## config.mk

```make
export PLATFORM = sky130hd
export DESIGN_NAME = reg_alu_unit
export DESIGN_NICKNAME = d
export VERILOG_FILES = /design/src/rtl/reg_alu_pkg.sv /design/src/rtl/reg_alu_mul_seq.sv /design/src/rtl/reg_alu_unit.sv
export SDC_FILE = /design/constraint.sdc
export NUM_CORES = 2
export LEC_CHECK = 0
export CORE_UTILIZATION = 43
export CTS_CLUSTER_DIAMETER = 200
export CTS_CLUSTER_SIZE = 24
export DETAILED_ROUTE_END_ITERATION = 7
export GPL_ROUTABILITY_DRIVEN = 1
export MAX_ROUTING_LAYER = met4
export SLEW_MARGIN = 10
export SYNTH_ARGS = -nofsm -noshare
export SYNTH_HDL_FRONTEND = slang
export SYNTH_SLANG_ARGS = --single-unit
```

## constraint.sdc

```tcl
create_clock -name clk -period 11.9 [get_ports clk]
set_clock_uncertainty 0.05 [all_clocks]
set_input_delay 3.57 -clock clk [delete_from_list [all_inputs] [get_ports clk]]
set_output_delay 3.57 -clock clk [all_outputs]
set_load 0.03 [all_outputs]
```

## src/rtl/reg_alu_pkg.sv

```systemverilog
// reg_alu_pkg: opcodes, FSM states and default sizes shared by the reg_alu blocks.
package reg_alu_pkg;
    localparam int DEF_WIDTH = 32;
    localparam int DEF_NREGS = 32;
    typedef enum logic [3:0] {
        OP_AND  = 4'd0,
        OP_OR   = 4'd1,
        OP_XOR  = 4'd2,
        OP_NOR  = 4'd3,
        OP_ADD  = 4'd4,
        OP_SUB  = 4'd5,
        OP_SLT  = 4'd6,
        OP_SLTU = 4'd7,
        OP_SLL  = 4'd8,
        OP_SRL  = 4'd9,
        OP_SRA  = 4'd10,
        OP_INC  = 4'd11,
        OP_MUL  = 4'd12
    } op_e;
    typedef enum logic {S_IDLE = 1'b0, S_MUL = 1'b1} state_e;
endpackage

```

## src/rtl/reg_alu_mul_seq.sv

```systemverilog
// reg_alu_mul_seq: unsigned shift-add multiplier, one partial product per cycle for WIDTH cycles.
// done_o/prod_o are valid combinationally during the final iteration so the caller can write at that edge.
module reg_alu_mul_seq
    import reg_alu_pkg::*;
#(
    parameter int WIDTH = DEF_WIDTH
) (
    input  logic               clk,
    input  logic               rst_n_i,
    input  logic               start_i,
    input  logic [WIDTH-1:0]   a_i,
    input  logic [WIDTH-1:0]   b_i,
    output logic               done_o,
    output logic [2*WIDTH-1:0] prod_o
);
    localparam int CW = $clog2(WIDTH + 1);
    logic [2*WIDTH-1:0] mcand_q, acc_q, acc_d;
    logic [WIDTH-1:0]   mplier_q;
    logic [CW-1:0]      cnt_q;
    logic               run_q;

    assign acc_d  = acc_q + (mplier_q[0] ? mcand_q : '0);
    assign done_o = run_q && cnt_q == CW'(1);
    assign prod_o = acc_d;

    always_ff @(posedge clk) begin
        if (!rst_n_i) begin
            mcand_q  <= '0;
            acc_q    <= '0;
            mplier_q <= '0;
            cnt_q    <= '0;
            run_q    <= 1'b0;
        end else if (start_i && !run_q) begin
            mcand_q  <= {{WIDTH{1'b0}}, a_i};
            acc_q    <= '0;
            mplier_q <= b_i;
            cnt_q    <= CW'(WIDTH);
            run_q    <= 1'b1;
        end else if (run_q) begin
            mcand_q  <= mcand_q << 1;
            acc_q    <= acc_d;
            mplier_q <= mplier_q >> 1;
            cnt_q    <= cnt_q - CW'(1);
            run_q    <= cnt_q != CW'(1);
        end
    end
endmodule

```

## src/rtl/reg_alu_unit.sv

```systemverilog
// reg_alu_unit: register file with a single-issue ALU plus external load and debug read ports.
// Define REG_ALU_MUL_EN to add the iterative MUL opcode; otherwise opcode 12 is illegal.
module reg_alu_unit
    import reg_alu_pkg::*;
#(
    parameter int WIDTH = DEF_WIDTH,
    parameter int NREGS = DEF_NREGS,
    localparam int AW = $clog2(NREGS)
) (
    input  logic             clk,
    input  logic             Reset_n,
    input  logic             start,
    input  logic [3:0]       op,
    input  logic [AW-1:0]    rs_a,
    input  logic [AW-1:0]    rs_b,
    input  logic [AW-1:0]    rd,
    input  logic             ext_we,
    input  logic [AW-1:0]    ext_addr,
    input  logic [WIDTH-1:0] ext_data,
    input  logic [AW-1:0]    dbg_addr,
    output logic [WIDTH-1:0] dbg_data,
    output logic             busy,
    output logic             done,
    output logic             err,
    output logic [WIDTH-1:0] result,
    output logic             ZF,
    output logic             NF,
    output logic             CF,
    output logic             OF
);
    localparam int SW = $clog2(WIDTH);
`ifdef REG_ALU_MUL_EN
    localparam bit MUL_EN = 1'b1;
`else
    localparam bit MUL_EN = 1'b0;
`endif
    logic [WIDTH-1:0]   regs_q [NREGS];
    logic [WIDTH-1:0]   result_q, opa, opb, alu_res, wb_data;
    logic [WIDTH:0]     add_w, sub_w, inc_w;
    logic [SW-1:0]      shamt;
    logic [AW-1:0]      wb_addr, mul_rd;
    logic [2*WIDTH-1:0] mul_prod;
    logic zf_q, nf_q, cf_q, of_q, done_q, err_q;
    logic alu_c, alu_v, legal, in_idle, accept, wb_alu, wb_en, mul_done, cf_d, of_d;

    assign opa      = regs_q[rs_a];
    assign opb      = regs_q[rs_b];
    assign shamt    = opb[SW-1:0];
    assign dbg_data = regs_q[dbg_addr];
    assign add_w    = {1'b0, opa} + {1'b0, opb};
    assign sub_w    = {1'b0, opa} - {1'b0, opb};
    assign inc_w    = {1'b0, opa} + (WIDTH+1)'(1);

    always_comb begin
        alu_res = '0;
        alu_c   = 1'b0;
        alu_v   = 1'b0;
        legal   = 1'b1;
        case (op)
            OP_AND:  alu_res = opa & opb;
            OP_OR:   alu_res = opa | opb;
            OP_XOR:  alu_res = opa ^ opb;
            OP_NOR:  alu_res = ~(opa | opb);
            OP_ADD: begin
                alu_res = add_w[WIDTH-1:0];
                alu_c   = add_w[WIDTH];
                alu_v   = (opa[WIDTH-1] == opb[WIDTH-1]) && (add_w[WIDTH-1] != opa[WIDTH-1]);
            end
            OP_SUB: begin
                alu_res = sub_w[WIDTH-1:0];
                alu_c   = sub_w[WIDTH];
                alu_v   = (opa[WIDTH-1] != opb[WIDTH-1]) && (sub_w[WIDTH-1] != opa[WIDTH-1]);
            end
            OP_SLT:  alu_res = WIDTH'($signed(opa) < $signed(opb));
            OP_SLTU: alu_res = WIDTH'(opa < opb);
            OP_SLL:  alu_res = opa << shamt;
            OP_SRL:  alu_res = opa >> shamt;
            OP_SRA:  alu_res = $signed(opa) >>> shamt;
            OP_INC: begin
                alu_res = inc_w[WIDTH-1:0];
                alu_c   = inc_w[WIDTH];
                alu_v   = !opa[WIDTH-1] && inc_w[WIDTH-1];
            end
            OP_MUL:  legal = MUL_EN;
            default: legal = 1'b0;
        endcase
    end

    // MUL and an accepted op can never share an edge: accept needs IDLE, mul_done needs MUL
    assign accept  = start && in_idle;
    assign wb_alu  = accept && legal && op != OP_MUL;
    assign wb_en   = wb_alu || mul_done;
    assign wb_addr = mul_done ? mul_rd : rd;
    assign wb_data = mul_done ? mul_prod[WIDTH-1:0] : alu_res;
    assign cf_d    = mul_done ? 1'b0 : alu_c;
    assign of_d    = mul_done ? |mul_prod[2*WIDTH-1:WIDTH] : alu_v;

`ifdef REG_ALU_MUL_EN
    state_e        state_q;
    logic [AW-1:0] rd_q;
    logic          mul_go;
    assign mul_go  = accept && legal && op == OP_MUL;
    assign in_idle = state_q == S_IDLE;
    assign busy    = state_q == S_MUL;
    assign mul_rd  = rd_q;
    always_ff @(posedge clk) begin
        if (!Reset_n) begin
            state_q <= S_IDLE;
            rd_q    <= '0;
        end else if (mul_go) begin
            state_q <= S_MUL;
            rd_q    <= rd;
        end else if (mul_done) begin
            state_q <= S_IDLE;
        end
    end
    reg_alu_mul_seq #(.WIDTH(WIDTH)) u_mul (
        .clk     (clk),
        .rst_n_i (Reset_n),
        .start_i (mul_go),
        .a_i     (opa),
        .b_i     (opb),
        .done_o  (mul_done),
        .prod_o  (mul_prod)
    );
`else
    assign in_idle  = 1'b1;
    assign busy     = 1'b0;
    assign mul_done = 1'b0;
    assign mul_rd   = '0;
    assign mul_prod = '0;
`endif

    // an ALU writeback always wins the port, even when it targets r0
    always_ff @(posedge clk) begin
        if (!Reset_n) begin
            for (int i = 0; i < NREGS; i++) regs_q[i] <= '0;
            result_q <= '0;
            {zf_q, nf_q, cf_q, of_q, done_q, err_q} <= '0;
        end else begin
            done_q <= wb_en || (accept && !legal);
            err_q  <= accept && !legal;
            if (wb_en) begin
                if (wb_addr != '0) regs_q[wb_addr] <= wb_data;
                result_q <= wb_data;
                zf_q     <= wb_data == '0;
                nf_q     <= wb_data[WIDTH-1];
                cf_q     <= cf_d;
                of_q     <= of_d;
            end else if (ext_we && ext_addr != '0) begin
                regs_q[ext_addr] <= ext_data;
            end
        end
    end

    assign done   = done_q;
    assign err    = err_q;
    assign result = result_q;
    assign ZF     = zf_q;
    assign NF     = nf_q;
    assign CF     = cf_q;
    assign OF     = of_q;
endmodule

```

==> impl_metrics.yaml <==
synth:
  syn_inst: 5699
  ys_types: 106
  synth_top_flop_cell: "edfxtp_1"
  synth_edf_count: 1024
  syn_area_sq_um: 71300
  yosysSeqAreaShare: 0.442
  synthArstFlopShare: 0
  ys_ff_latch: 1061
  yosysWarningCount: 0
  syn_avg_cell_area_sq_um: 12.5
placement:
  place_congestion: 1.05
  placed_cell_area_sq_um: 75500
  io_buffer_count: 134
  dp_hpwl_microns: 199000
cells_and_area:
  multiInputGateArea_sq_um: 37400
  fin_util: 0.466
  seq_area_sq_um: 31500
  nNetsFinal: 5782
  fill_cells: 14800
  final_cell_area_sq_um: 76900
  area_growth_pct: 7.76
  drive_gt1_frac: 0.230
sta:
  setup_viol: 0
  hold_viol_final: 0
  timing.hold.ws_ps: 426
  max_slew_margin: 0.116
  period_minus_slack_ps: 10520
  final-max-slew-violation-count: 0
  setup_tns_ps: 0
  fin_crit_sh: 0.884
  worstMarginPinSlew_ps: 1290
  timing.fmax_mhz: 95.0
  grt_setup_unrepaired: "false"
setup_path:
  end_kind: "flip-flop"
  path_max_fanout: 31
  ff2ff_setup_slack_ps: 4890
  critPathArrivalTime_ps: 10930
  cp_num_buf_inv: 6
  worstPathRequired_ps: 12300
  endpoint: "regs_q[8][31]"
  reg2reg_depth: 20
  timing.rr.end: "regs_q[8][31]"
  cp_common_cell: "buf_4"
  startpoint_type: "input port"
  critPathTopFamily: "compound AO/OA/AOI/OAI gates"
  max_stage_delay_ps: 700
  worstSetupPathType: "input port to flip-flop"
  path_depth: 25
  crit_slowest_cell: "clkdlybuf4s50_1"
  r2r-start: "regs_q[2][7]"
  crit_start: "rs_a[4]"
drt:
  drt_first_pass_iters: 6
  drcViolationCount: 0
  first_iter_violations: 10300
  wl_per_cell_microns: 40.7
  routed_wl_microns: 318000
  vias: 56900
  final_antenna_net_count: 0
  viasPerCell: 7.29
min_path:
  min_from: "result[2]"
  hp-class: "flip-flop to flip-flop"
clock_network:
  cts_post_setup_buffers_inserted: 0
  htreeDepth: 2
  cts_buffers: 50
  clkLatencyLatePin_ps: 740
  cts_tree: "done"
  clock-sinks: 1061
  cts_resized: 0
  holdBufCountCts: 0
  clk_path_buf_depth: 3
  path_clk_slew_ps: 120
  cts-root-buf: "clkbuf_16"
die:
  io_pins: 136
  start_util: 0.433
  dieArea_sq_um: 167000
  rows: 149
  core-area_sq_um: 165000
  fp.dieH_microns: 409
  die_width_microns: 409
power_and_ir_drop:
  ir_drop_mv: 0.118
  clockPowerShare: 0.214
  powerDensity_nw_per_um2: 124
  p_sw_mw: 3.43
  power_frac_comb: 0.327
  sw_frac_of_total: 0.360
  seqPwrFrac: 0.459
  internal-power_mw: 6.10
  power_leakage_nw: 26.5
global_route:
  grt_pass1_wl_microns: 435000
  grt_pass1_vias: 54000
  antenna_found_initial: 4
  grtUsageTotal: 0.383
  grt_overflow: 0
  grt_max_degree: 92
flow_run:
  cap_viol_max_count: 0
outcome:
  status: "completed"
[final cells by class]
class | instances | area share
Multi-Input combinational cell | 4006 | 0.486
Tap cell | 2189 | 0.0356
Clock inverter | 5 | 0.000895
Antenna cell | 3 | 0.0000977
Timing Repair Buffer | 394 | 0.0463
Clock buffer | 55 | 0.0165
Inverter | 95 | 0.00467
Sequential cell | 1061 | 0.410
[Yosys cell counts, drive strengths merged (6+ instances only)]
master / count / area [sq um]
nand2: 237 / 892
o21ai: 100 / 504
a31oi: 14 / 93.8
and4: 6 / 52.6
a211o: 8 / 70.1
mux2i: 434 / 4390
o221ai: 11 / 96.3
o22ai: 81 / 507
or2: 7 / 43.8
a211oi: 44 / 330
nor2: 1188 / 4460
edfxtp: 1024 / 30700
nor2b: 15 / 93.8
or3: 11 / 68.8
buf: 201 / 1320
a221oi: 18 / 176
a21o: 16 / 120
xnor2: 63 / 552
a22o: 9 / 78.8
clkbuf: 368 / 1380
nand2b: 21 / 131
nand4: 44 / 414
o31ai: 20 / 150
nor4: 17 / 143
o32ai: 10 / 87.6
and2: 12 / 75.1
a32oi: 6 / 52.6
mux4: 749 / 16900
dfxtp: 37 / 741
o21bai: 13 / 97.6
a21oi: 184 / 925
and3: 15 / 93.8
o211ai: 25 / 188
a22oi: 154 / 1190
inv: 92 / 345
nand3: 117 / 603
mux2: 44 / 495
nor3: 66 / 335
o21a: 11 / 82.6
a2bb2oi: 8 / 82.6
ha: 107 / 1340
a2111oi: 7 / 92.6
[state kept, by name (all words and copies together), names as in the netlist]
register	count
result	32
CF	1
err	1
OF	1
regs_q	1024
done	1
ZF	1
[worst register-to-register path, delay by kind of cell, from the launching register on]
kind,cells,cell delay (ps)
buf+inv,2,420
fa+ha+maj,1,480
mux,4,1850
xor+xnor,1,180
compound gates,9,2940
simple gates,3,380
flops,1,440
[placed cells by master (no fill, tap or decap), types with 65 or more instances in the layout]
cell type | netlist | routed
nor2_1 | 1186 | 1185
edfxtp_1 | 1024 | 1024
mux4_2 | 748 | 748
mux2i_1 | 426 | 421
buf_4 | 21 | 247
a21oi_1 | 183 | 177
nand2_1 | 236 | 174
a22oi_1 | 147 | 143
clkdlybuf4s50_1 | 0 | 119
nand3_1 | 115 | 114
ha_1 | 107 | 107
inv_1 | 89 | 88
o21ai_0 | 93 | 86
o22ai_1 | 81 | 81
nor3_1 | 65 | 65
[per-layer routing]
| metal | up-vias | wire [microns] | GRT usage |
|---|---|---|---|
| met5 | - | 0 | - |
| met4 | 0 | 22200 | 0.213 |
| met3 | 1053 | 46000 | 0.109 |
| met2 | 5127 | 135000 | 0.538 |
| met1 | 28900 | 114000 | 0.497 |
| li1 | 21900 | - | - |
[metrics by stage]
stage          total power, mW  instances  setup slack, ps
2_1_floorplan             6.30       5731             1510
6_report                  9.53       7808             1380
3_3_place_gp              7.47       7745             1070
4_1_cts                   9.42       7805             1600
5_1_grt                   9.73       7807              972
3_5_place_dp              7.47       7745              875
[kinds of logic after synthesis]
group	share of synthesized area
AND/OR/NAND/NOR	0.106
multiplexers	0.305
flip-flops	0.442
AO/OA/AOI/OAI	0.0765
buffers and inverters	0.0429
adder cells (fa/ha/maj)	0.0193
XOR/XNOR	0.00835
other	0.0000526
[worst min path at each step]
stage	cells past startpoint	slack [ps]	end
final	2	430	result[2]
after global routing	2	450	result[2]
after CTS	2	420	result[2]
after detailed placement	2	410	result[2]
after global placement	2	400	result[2]
after floorplan	2	530	result[2]
[power groups by stage]
stage / Clock, mW / Sequential (mW) / Combinational (mW)
after detailed placement: 0 / 4.45 / 3.01
after floorplan: 0 / 4.43 / 1.87
after CTS: 2.03 / 4.37 / 3.02
final: 2.04 / 4.38 / 3.11
after global placement: 0 / 4.44 / 3.02
after global routing: 2.13 / 4.39 / 3.21
(Power assumes the default switching activity.)
